==> config.mk <==
export PLATFORM = sky130hd
export DESIGN_NAME = acc_datapath
export DESIGN_NICKNAME = d
export VERILOG_FILES = /design/src/rtl/cpu_pkg.sv /design/src/rtl/cpu_alu.sv /design/src/rtl/acc_datapath.sv
export SDC_FILE = /design/constraint.sdc
export NUM_CORES = 1
export LEC_CHECK = 0
export BUFFER_PORTS_ARGS = -buffer_cell sky130_fd_sc_hd__buf_2
export CAP_MARGIN = 20
export CORE_UTILIZATION = 60
export DETAILED_ROUTE_END_ITERATION = 6
export PLACE_DENSITY = 0.78
export SKIP_LAST_GASP = 1
export SLEW_MARGIN = 20
export SYNTH_ARGS = -nofsm -noshare
export SYNTH_HDL_FRONTEND = slang
export SYNTH_SLANG_ARGS = --single-unit
==> constraint.sdc <==
create_clock -name clk -period 6.15 [get_ports clk]
set_input_delay 0 -clock clk [delete_from_list [all_inputs] [get_ports clk]]
set_output_delay 0 -clock clk [all_outputs]
set_load 0.02 [all_outputs]
==> src/rtl/cpu_pkg.sv <==
// Shared CPU definitions: ALU opcodes, ACC source select codes and the default data width.
package cpu_pkg;

  localparam int DW_DEFAULT = 8;

  localparam logic [3:0] OP_ADD = 4'b0001;
  localparam logic [3:0] OP_SUB = 4'b0010;
  localparam logic [3:0] OP_NOR = 4'b0011;
  localparam logic [3:0] OP_SHL = 4'b1011;
  localparam logic [3:0] OP_SHR = 4'b1100;

  localparam logic [1:0] ACC_ALU = 2'b00;
  localparam logic [1:0] ACC_RSV = 2'b01;
  localparam logic [1:0] ACC_REG = 2'b10;
  localparam logic [1:0] ACC_IMM = 2'b11;

endpackage

==> src/rtl/cpu_alu.sv <==
// Combinational ALU: A op B with a carry/borrow bit; unknown opcodes pass A through.
module cpu_alu
  import cpu_pkg::*;
#(
  parameter int DW = DW_DEFAULT
) (
  input  logic [DW-1:0] a_i,
  input  logic [DW-1:0] b_i,
  input  logic [3:0]    sel_alu_i,
  output logic [DW-1:0] result_o,
  output logic          carry_o
);

  logic [DW:0] sum_w;

  assign sum_w = {1'b0, a_i} + {1'b0, b_i};

  always_comb begin
    result_o = a_i;
    carry_o  = 1'b0;
    case (sel_alu_i)
      OP_ADD: begin
        result_o = sum_w[DW-1:0];
        carry_o  = sum_w[DW];
      end
      OP_SUB: begin
        result_o = a_i - b_i;
        carry_o  = (a_i < b_i);
      end
      OP_NOR: result_o = ~(a_i | b_i);
      OP_SHL: begin
        result_o = {a_i[DW-2:0], 1'b0};
        carry_o  = a_i[DW-1];
      end
      OP_SHR: begin
        result_o = {1'b0, a_i[DW-1:1]};
        carry_o  = a_i[0];
      end
      default: ;
    endcase
  end

endmodule

==> src/rtl/acc_datapath.sv <==
// Accumulator datapath: ACC, z/c flags and register file around cpu_alu.
// Define REGFILE_RESET_EN to clear the register file on reset; otherwise it keeps its contents.
module acc_datapath
  import cpu_pkg::*;
#(
  parameter int DW   = DW_DEFAULT,
  parameter int NREG = 16
) (
  input  logic          clk,
  input  logic          CLB,
  input  logic [3:0]    operand,
  input  logic          LoadAcc,
  input  logic          LoadReg,
  input  logic [1:0]    SelACC,
  input  logic [3:0]    SelALU,
  output logic [DW-1:0] acc,
  output logic [DW-1:0] rdata,
  output logic          z,
  output logic          c
);

  logic [DW-1:0] acc_q, acc_d;
  logic          z_q, z_d;
  logic          c_q, c_d;
  logic [DW-1:0] regs_q [NREG];

  logic [DW-1:0] alu_res;
  logic          alu_carry;
  logic [DW-1:0] imm_ext;

  // No write-through: rdata shows the register as it was before this edge.
  assign rdata   = regs_q[operand];
  assign imm_ext = DW'(operand);

  cpu_alu #(.DW(DW)) u_alu (
    .a_i       (acc_q),
    .b_i       (rdata),
    .sel_alu_i (SelALU),
    .result_o  (alu_res),
    .carry_o   (alu_carry)
  );

  always_comb begin
    acc_d = acc_q;
    z_d   = z_q;
    c_d   = c_q;
    if (LoadAcc) begin
      case (SelACC)
        ACC_ALU: begin
          acc_d = alu_res;
          z_d   = (alu_res == '0);
          c_d   = alu_carry;
        end
        ACC_REG: begin
          acc_d = rdata;
          z_d   = (rdata == '0);
        end
        ACC_IMM: begin
          acc_d = imm_ext;
          z_d   = (operand == 4'd0);
        end
        default: ;
      endcase
    end
  end

  always_ff @(posedge clk) begin
    if (!CLB) begin
      acc_q <= '0;
      z_q   <= 1'b0;
      c_q   <= 1'b0;
    end else begin
      acc_q <= acc_d;
      z_q   <= z_d;
      c_q   <= c_d;
    end
  end

`ifdef REGFILE_RESET_EN
  always_ff @(posedge clk) begin
    if (!CLB) begin
      for (int i = 0; i < NREG; i++) regs_q[i] <= '0;
    end else if (LoadReg) begin
      regs_q[operand] <= acc_q;
    end
  end
`else
  // Reset only blocks the write; stored contents survive.
  always_ff @(posedge clk) begin
    if (CLB && LoadReg) regs_q[operand] <= acc_q;
  end
`endif

  assign acc = acc_q;
  assign z   = z_q;
  assign c   = c_q;

endmodule

==> flow_summary_export.csv, run 1 <==
group,metric,value,unit
flow_run,drv_cap,0,
synth,synth_area_leaders,"edfxtp_1 57%, mux4_2 9.3%, ha_1 4.4%",
clocking,cts.clk_slew.worst_paths,0.07,ns
placement,place_congestion,0.920,
clocking,cts-root-buf,"clkbuf_8",
synth,synth_edf_count,128,
critical_path,critical_path.max_stage_delay,0.56,ns
cells_and_area,drive_gt1_frac,0.227,
drt,vias,4457,
cells_and_area,multiInputGateArea,2500,µm²
cells_and_area,fill_cells,695,
global_route,grt_max_degree,39,
global_route,overflow,0,
synth,syn_avg_cell_area,14.7,µm²
synth,synth.distinct_cells,64,
global_route,grt_pass1_vias,4327,
critical_path,crit_path_end_kind,"register",
synth,synth-seq-area-share,0.599,
critical_path,critPathLaunch,"operand[0]",
critical_path,reg2reg_from,"regs_q[9][4]$_DFFE_PP_",
sta,post-route-period-util,0.681,
cells_and_area,seqCellArea,4040,µm²
min_path,hp-start,"SelACC[0]",
synth,ys_ff_latch,138,
placement,io_buffers,31,
clocking,clk_path_buf_depth,2,
floorplanning,die_x,108,µm
drt,drt-initial-drc-count,548,
global_route,antenna_found_initial,0,
global_route,busiest_layer,"met1",
clocking,clock_sinks,138,
clocking,htree_levels,4,
placement,dp_cells,620,
floorplanning,io_pins,32,
sta,relSlewSlack,0.248,
power,p_per_area,301,nW/µm²
synth,synth_top_cell_by_area,"edfxtp_1",
critical_path,slowest_stage,"dlygate4sd3_1",
synth,synth_area,6750,µm²
sta,hold_violations,0,
synth,synth_cells,458,
floorplanning,initial_utilization,0.620,
drt,drc,0,
drt,firstDrtPassIters,5,
synth,ys_warn_count,0,
global_route,grt_use_total,0.321,
sta,worst_pin_slew,1.11,ns
power,max-vdd-ir-drop,0.251,mV
cells_and_area,nets,543,
synth,post-synth-top-count-cell,"edfxtp_1",
global_route,grt_pass1_wl,26.0,mm
sta,fmax,239,MHz
drt,vias_per_cell,6.79,
sta,drv_slew,0,
outcome,status,"completed",
clocking,cts_buffers,17,
floorplanning,core,10900,µm²
placement,dpl.hpwl,11.0,mm
sta,post-route-min-period,4.19,ns
floorplanning,die_area,11700,µm²
critical_path,path_max_fanout,21,
clocking,insertion_delay,0.53,ns
drt,wl_per_cell,26.0,µm
synth,synth_top_area_share,0.570,
global_route,met2_usage,0.474,
drt,postRouteAntennaNets,0,
sta,fin_skew,0.00851,ns
synth,syn_nets,498,
critical_path,ff2ff_setup_slack,2.06,ns
critical_path,cp.arrival,4.61,ns
global_route,met1_usage,0.477,
critical_path,cp_cell_sequence,"buf_2 > buf_4 > mux4_2 > a22o_1 > a221oi_2 > ha_1 > nor2_1 > and3_1 > a211oi_1 > a221oi_1 > mux2i_1 > a31o_2 > a31oi_1 > dlygate4sd3_1",
floorplanning,row_count,38,
sta,tns,0,ns
sta,rsz0062_at_grt,"false",
clocking,cts_resized,0,
critical_path,startpoint_type,"input port",
clocking,cts_tree,"built",
global_route,met3_usage,0.0687,
cells_and_area,antenna-diode-count,0,
power,leakagePower,2.75,nW
cells_and_area,fin_cells,656,
floorplanning,chipHeight,108,µm
drt,drt_wl_total,17.0,mm
sta,setup_viol_count_final,0,
synth,ys.flop_type,"edfxtp_1",
synth,synthTopCellsByCount,"128 x edfxtp_1, 33 x nor2_1, 28 x mux4_2",
synth,async_reset_ff_frac,0,
critical_path,crit_family,"buffers and inverters",
critical_path,worstSetupPathType,"input port to register",
cells_and_area,syn2layout_area_growth,13.3,%
critical_path,cp.buffers_inverters,3,
min_path,hold_path.class,"input port to register",
critical_path,worstPathRequired,6.57,ns
[layout by cell type, fill, tap and decap left out, drive strengths merged, types with 4 or more instances in the layout]
cell         synthesis  final
edfxtp             128    128
a21oi               23     23
nor3                12     12
o211ai               4      4
a221oi               8      8
nor2                33     33
ha                  24     24
o21ai               16     16
nand2               20     20
mux2                 5      5
clkinv               1      6
buf                  9     41
a22oi                7      7
clkbuf              10     21
nor2b                5      5
o22ai                6      6
dlygate4sd3          0      4
and2                 4      4
inv                 26     32
mux2i                6      6
dfxtp               10     10
and3                 4      4
mux4                34     34
o221a                4      4
[worst reg2reg max path, cell delays in order, from the launching register on]
cell and delay, ns:
edfxtp_1 0.41, mux4_2 0.46, a22o_1 0.27, a221oi_2 0.33
ha_1 0.44, nor2_1 0.23, and3_1 0.23, a211oi_1 0.08
a221oi_1 0.42, mux2i_1 0.29, a31o_2 0.18, a31oi_1 0.07
dlygate4sd3_1 0.56
[final timing paths]
path	endpoint	depth (start not counted)
min	acc[6]$_SDFFE_PN0P_	4
max	acc[7]$_SDFFE_PN0P_	14
max reg2reg	acc[7]$_SDFFE_PN0P_	12
min reg2reg	c$_SDFFE_PN0P_	2
[flip-flops by register name (all words and copies together), names as in the netlist]
name    count
c           1
z           1
acc         8
regs_q    128
[what timing repair did]
action / in CTS / in global routing
hold endpoints to repair: 9 / 0
setup endpoints to repair: 0 / 0
setup buffers: 0 / 0
hold buffers: 4 / 0
[routing by layer]
metal,share of wire,wire [µm]
met5,0,0
met4,0.023,384
met3,0.11,1810
met2,0.46,7790
met1,0.41,7050
[cells by family (layout without fill, tap and decap cells)]
logic type	after synthesis	after routing	share of synthesized area
flops	138	138	0.599
compound gates	101	101	0.109
simple gates	99	99	0.0732
buf+inv	46	104	0.0304
mux	45	45	0.134
fa+ha+maj	26	26	0.0504
xor+xnor	3	3	0.00389
[power breakdown]
group / internal (mW) / total, mW / switching [mW]
Sequential: 1.04 / 1.06 / 0.0188
Combinational: 0.106 / 0.289 / 0.184
Clock: 0.550 / 0.949 / 0.399
[through the flow]
stage,hold slack [ns],cell area (µm²),utilization,worst slack [ns],power (mW)
after global placement,0.272,7050,0.648,1.85,1.36
after CTS,0.0195,7640,0.702,1.97,2.30
after detailed placement,0.267,7050,0.648,1.83,1.36
after floorplan,0.100,6750,-,2.81,1.27
final,0.0604,7640,0.702,1.96,2.30
after global routing,0.102,7640,0.702,1.73,2.37
[final cells by class]
class / count / area share
Clock buffer: 21 / 0.0617
Clock inverter: 11 / 0.0108
Inverter: 27 / 0.0133
Multi-Input combinational cell: 274 / 0.327
Sequential cell: 138 / 0.529
Tap cell: 140 / 0.0229
Timing Repair Buffer: 45 / 0.0354
Note: power is estimated with default switching activity, not from simulation.
==> run 2: changes to the inputs <==
- clock period: 6.15 -> 4.05 ns (I/O delays scaled with it)
==> run 2 against run 1 <==
- critical path depth is 2 lower
- routed wire length grew 3.5%
- flip-flop and latch count did not move
- clock power grew 45%
- global-route usage rose by 0.25 points
- sequential power increased by 50%
- clock skew shrank 0.0012 ns
- clock-buffer cell count down 2
- first-iteration DRC count fell by 7.1%
- largest power group unchanged
==> flow_summary_export.csv, run 2 (synthesis gave the netlist of run 1 again) <==
group,metric,value,unit
global_route,overflow,0,
placement,io_buffers,31,
sta,hold_violations,0,
clocking,htree_levels,4,
min_path,hold_path.class,"input port to register",
drt,postRouteAntennaNets,0,
cells_and_area,seqCellArea,4040,µm²
sta,rsz0062_at_grt,"false",
clocking,insertion_delay,0.52,ns
power,leakagePower,2.82,nW
sta,tns,0,ns
sta,fin_skew,0.00730,ns
clocking,cts-root-buf,"clkbuf_8",
placement,dpl.hpwl,12.0,mm
critical_path,path_max_fanout,4,
cells_and_area,largest_reg_flops,128,
clocking,cts_tree,"built",
drt,vias,4594,
drt,wl_per_cell,26.3,µm
floorplanning,initial_utilization,0.620,
drt,vias_per_cell,6.87,
sta,relSlewSlack,0.340,
critical_path,timing.rr.end,"acc[7]$_SDFFE_PN0P_",
outcome,status,"completed",
cells_and_area,fin_util,0.711,
sta,fmax,254,MHz
flow_run,drv_cap,0,
critical_path,worst_r2r_path_depth,12,
sta,worst_pin_slew,0.976,ns
floorplanning,row_count,38,
critical_path,crit_path_end_kind,"register",
global_route,grt_use_total,0.324,
critical_path,worstSetupPathType,"register to register",
clocking,cts.clk_slew.worst_paths,0.06,ns
sta,drv_slew,0,
min_path,whs_endpoint,"acc[3]$_SDFFE_PN0P_",
cells_and_area,mostFrequentLayoutCells,"128 x edfxtp_1, 33 x nor2_1, 31 x buf_2",
drt,drt-initial-drc-count,509,
cells_and_area,syn2layout_area_growth,14.8,%
floorplanning,core,10900,µm²
global_route,grt_pass1_wl,26.3,mm
sta,setup_viol_count_final,0,
global_route,grt_max_degree,25,
critical_path,worstPathRequired,4.45,ns
critical_path,ff2ff_setup_slack,0.12,ns
clocking,cts_buffers,17,
floorplanning,io_pins,32,
cells_and_area,nets,556,
cells_and_area,regMostFlops,"regs_q",
critical_path,reg2reg_from,"regs_q[0][1]$_DFFE_PP_",
global_route,antenna_found_initial,0,
min_path,whs_path_depth,3,
floorplanning,chipHeight,108,µm
sta,post-route-period-util,0.971,
cells_and_area,drive_gt1_frac,0.257,
drt,firstDrtPassIters,6,
cells_and_area,fill_cells,687,
critical_path,cp.arrival,4.34,ns
drt,drt_wl_total,17.6,mm
sta,post-route-min-period,3.93,ns
clocking,clk_path_buf_depth,2,
floorplanning,die_area,11700,µm²
cells_and_area,multiInputGateArea,2520,µm²
power,p_per_area,447,nW/µm²
drt,drc,0,
clocking,clock_sinks,138,
power,max-vdd-ir-drop,0.334,mV
min_path,hp-start,"SelACC[1]",
placement,place_congestion,0.968,
global_route,grt_pass1_vias,4336,
cells_and_area,antenna-diode-count,0,
critical_path,startpoint_type,"register",
cells_and_area,final_common_cell,"edfxtp_1",
floorplanning,die_x,108,µm
-- run 2: changes by cell type in the layout (fill, tap and decap cells not counted), moves of 2 or more --
cell / before / now
clkbuf_1: 2 / 0
clkbuf_16: 18 / 16
buf_4: 10 / 23
inv_4: 2 / 4
clkbuf_8: 1 / 3
-- run 2: worst max-delay path by stage --
stage                            start                   to  slack (ns)  cells past startpoint
2_1_floorplan               operand[0]  acc[6]$_SDFFE_PN0P_        0.71                     15
3_3_place_gp                operand[0]  acc[6]$_SDFFE_PN0P_        0.35                     13
3_5_place_dp                operand[0]       z$_SDFFE_PN0P_        0.23                     13
4_1_cts        regs_q[15][1]$_DFFE_PP_  acc[7]$_SDFFE_PN0P_        0.05                     12
5_1_grt        regs_q[11][3]$_DFFE_PP_  acc[7]$_SDFFE_PN0P_        0.02                     13
6_report        regs_q[0][1]$_DFFE_PP_  acc[7]$_SDFFE_PN0P_        0.12                     12
-- run 2: metal layers --
| layer | GRT usage | wire length, µm | vias up | share of wire |
|---|---|---|---|---|
| li1 | - | - | 1951 | - |
| met1 | 0.473 | 7140 | 2261 | 0.41 |
| met2 | 0.469 | 7990 | 347 | 0.45 |
| met3 | 0.0989 | 2180 | 35 | 0.12 |
| met4 | 0.0998 | 309 | 0 | 0.018 |
| met5 | 0 | 0 | - | 0 |
-- run 2: where the power goes --
part	internal (mW)	switching [mW]
clock network	0.787	0.593
registers	1.58	0.00655
logic	0.176	0.316
-- run 2: worst max-delay path, stage by stage, from the launching register on --
cell and delay (ns):
edfxtp_1 0.40, mux4_1 0.51, mux4_2 0.54, inv_1 0.11, ha_1 0.26, o21bai_2 0.21, and3_1 0.23, a211oi_1 0.09
a221oi_1 0.31, mux2i_1 0.29, a31o_2 0.19, a31oi_1 0.09, dlygate4sd3_1 0.58
-- run 2: layout make-up --
cell class,count,share of cell area
sequential,138,0.522
multi-input combinational,274,0.325
clock buffer,19,0.0570
timing repair buffer,58,0.0488
tap,140,0.0226
inverter,27,0.0131
clock inverter,13,0.0115
-- run 2: stage by stage --
stage / worst slack [ns] / instance area [µm²] / std cells / power [mW] / hold slack [ns]
5_1_grt: 0.0209 / 7750 / 669 / 3.56 / 0.0189
4_1_cts: 0.0461 / 7730 / 668 / 3.45 / 0.00116
3_3_place_gp: 0.353 / 7160 / 633 / 2.08 / 0.266
3_5_place_dp: 0.230 / 7170 / 633 / 2.09 / 0.261
2_1_floorplan: 0.713 / 6750 / 458 / 1.93 / 0.100
6_report: 0.116 / 7750 / 669 / 3.46 / 0.0621
-- run 2: what timing repair did --
| item | CTS | global route |
|---|---|---|
| buffers inserted | 0 | 1 |
| resized for setup | 0 | 2 |
| hold endpoints to repair | 9 | 0 |
| endpoints found under the setup margin | 0 | 1 |
| hold buffers | 3 | 0 |
==> run 3: changes to the inputs <==
- CORE_UTILIZATION: 60 -> 61
- PLACE_DENSITY: 0.78 -> 0.79
==> run 3 against run 2 <==
- the flow now finishes with violations (DRC)
- critical path type unchanged
- highest routed layer unchanged
- sequential share of layout area rose by 0.076 points
- critical endpoint unchanged
- fmax up 0.31%
- worst hold slack got worse by 0.027 ns
==> flow_summary_export.csv, run 3 (synthesis gave the netlist of run 1 again) <==
group,metric,value,unit
outcome,status,"complete, but fails checks",
outcome,violations,"DRC",
global_route,grt_pass1_vias,4446,
min_path,hold_path.class,"input port to register",
global_route,antenna_found_initial,0,
clocking,cts.clk_slew.worst_paths,0.06,ns
sta,post-route-period-util,0.968,
clocking,clk_path_buf_depth,2,
floorplanning,die_x,107,µm
cells_and_area,syn2layout_area_growth,14.6,%
sta,timing.hold.ws,0.0349,ns
sta,relSlewSlack,0.363,
drt,firstDrtPassIters,7,
power,total_power,3.43,mW
critical_path,crit_family,"multiplexers",
drt,vias,4577,
drt,drt_wl_total,16.5,mm
sta,tns,0,ns
drt,wl_per_cell,24.6,µm
cells_and_area,final_common_cell,"edfxtp_1",
critical_path,crit_path_end_kind,"register",
clocking,clock_sinks,138,
power,leakagePower,2.79,nW
cells_and_area,final_area,7730,µm²
drt,vias_per_cell,6.83,
floorplanning,initial_utilization,0.625,
global_route,overflow,0,
drt,postRouteAntennaNets,0,
sta,setup_viol_count_final,0,
power,max-vdd-ir-drop,0.376,mV
placement,io_buffers,31,
drt,drc,1,
placement,dpl.hpwl,10.8,mm
floorplanning,io_pins,32,
clocking,cts_buffers,17,
critical_path,path_max_fanout,5,
global_route,grt_max_degree,25,
cells_and_area,antenna-diode-count,0,
clocking,cts_tree,"built",
power,p_per_area,444,nW/µm²
sta,worst_pin_slew,0.942,ns
sta,post-route-min-period,3.92,ns
clocking,insertion_delay,0.52,ns
cells_and_area,drive_gt1_frac,0.247,
critical_path,startpoint_type,"register",
critical_path,cp.buffers_inverters,2,
sta,fin_skew,0.00915,ns
cells_and_area,mostFrequentLayoutCells,"128 x edfxtp_1, 33 x nor2_1, 31 x buf_2",
placement,place_congestion,0.943,
critical_path,worstPathRequired,4.45,ns
drt,drt-initial-drc-count,565,
global_route,grt_pass1_wl,25.4,mm
floorplanning,chipHeight,107,µm
flow_run,drv_cap,0,
cells_and_area,nets,558,
cells_and_area,largest_reg_flops,128,
floorplanning,core,10800,µm²
critical_path,cp.arrival,4.32,ns
floorplanning,row_count,38,
placement,dp_cells,633,
cells_and_area,fin_cells,670,
floorplanning,die_area,11500,µm²
critical_path,slowest_stage,"mux4_2",
critical_path,cp_cell_sequence,"mux4_1 > mux4_2 > inv_1 > ha_1 > o21bai_2 > and3_4 > a211oi_1 > a221oi_1 > mux2i_1 > a31o_2 > a31oi_1 > dlygate4sd3_1",
sta,fmax,255,MHz
clocking,cts-root-buf,"clkbuf_8",
placement,placed_cell_area,7150,µm²
sta,rsz0062_at_grt,"false",
cells_and_area,regMostFlops,"regs_q",
global_route,grt_use_total,0.312,
cells_and_area,fill_cells,656,
critical_path,worstSetupPathType,"register to register",
sta,hold_violations,0,
clocking,htree_levels,4,
sta,drv_slew,0,
critical_path,critical_path.max_stage_delay,0.59,ns
## run 3: cell types whose count changed in the layout (fill, tap and decap cells not counted), sizes merged
cell,before,now
bufinv,0,1
clkbuf,19,17
clkinv,8,10
clkinvlp,0,3
dlygate4sd3,3,5
inv,32,27
## run 3: worst reg2reg max path: stages (launching register included)
cell	delay, ns
edfxtp_1	0.39
mux4_1	0.51
mux4_2	0.59
inv_1	0.12
ha_1	0.26
o21bai_2	0.22
and3_4	0.23
a211oi_1	0.06
a221oi_1	0.32
mux2i_1	0.29
a31o_2	0.19
a31oi_1	0.07
dlygate4sd3_1	0.56
## run 3: where the power goes
group          leakage, nW  internal (mW)  total [mW]  switching [mW]
clock                0.252          0.799        1.37           0.570
sequential            1.25           1.59        1.60          0.0164
combinational         1.29          0.176       0.462           0.287
total                 2.79           2.56        3.43           0.873
## run 3: stage by stage
step	setup WS [ns]	utilization
CTS	0.0608	0.715
finish	0.129	0.717
global route	0.00310	0.717
global placement	0.280	0.662
detailed placement	0.155	0.662
floorplan	0.713	-
## run 3: layer usage
metal  up-vias  routed length [µm]  GRT usage
met3        44                1550     0.0827
met5         -                   0          0
li1       1952                   -          -
met2       282                7820      0.469
met1      2299                6760      0.443
met4         0                 384      0.115
## run 3: path summary, 6_finish.rpt
check	start	endpoint	slack, ns	cells after the start
worst max-delay path	regs_q[2][1]$_DFFE_PP_	acc[7]$_SDFFE_PN0P_	0.13	12
worst min-delay path	SelACC[0]	acc[6]$_SDFFE_PN0P_	0.03	4
worst max register to register	regs_q[2][1]$_DFFE_PP_	acc[7]$_SDFFE_PN0P_	0.13	12
worst min register to register	c$_SDFFE_PN0P_	c$_SDFFE_PN0P_	0.52	2
## run 3: cell type report
type                       instances  area, µm²  share of cell area
sequential                       138       4040               0.523
multi-input combinational        274       2510               0.324
clock buffer                      17        414              0.0535
timing repair buffer              60        385              0.0498
tap                              140        175              0.0226
clock inverter                    14        106              0.0137
inverter                          27        101              0.0131
## run 3: what timing repair did
action,4_1_cts,5_1_grt
hold endpoints to repair,9,0
gates resized for setup,0,2
buffers inserted,0,1
hold buffers,5,0
endpoints found under the setup margin,0,1
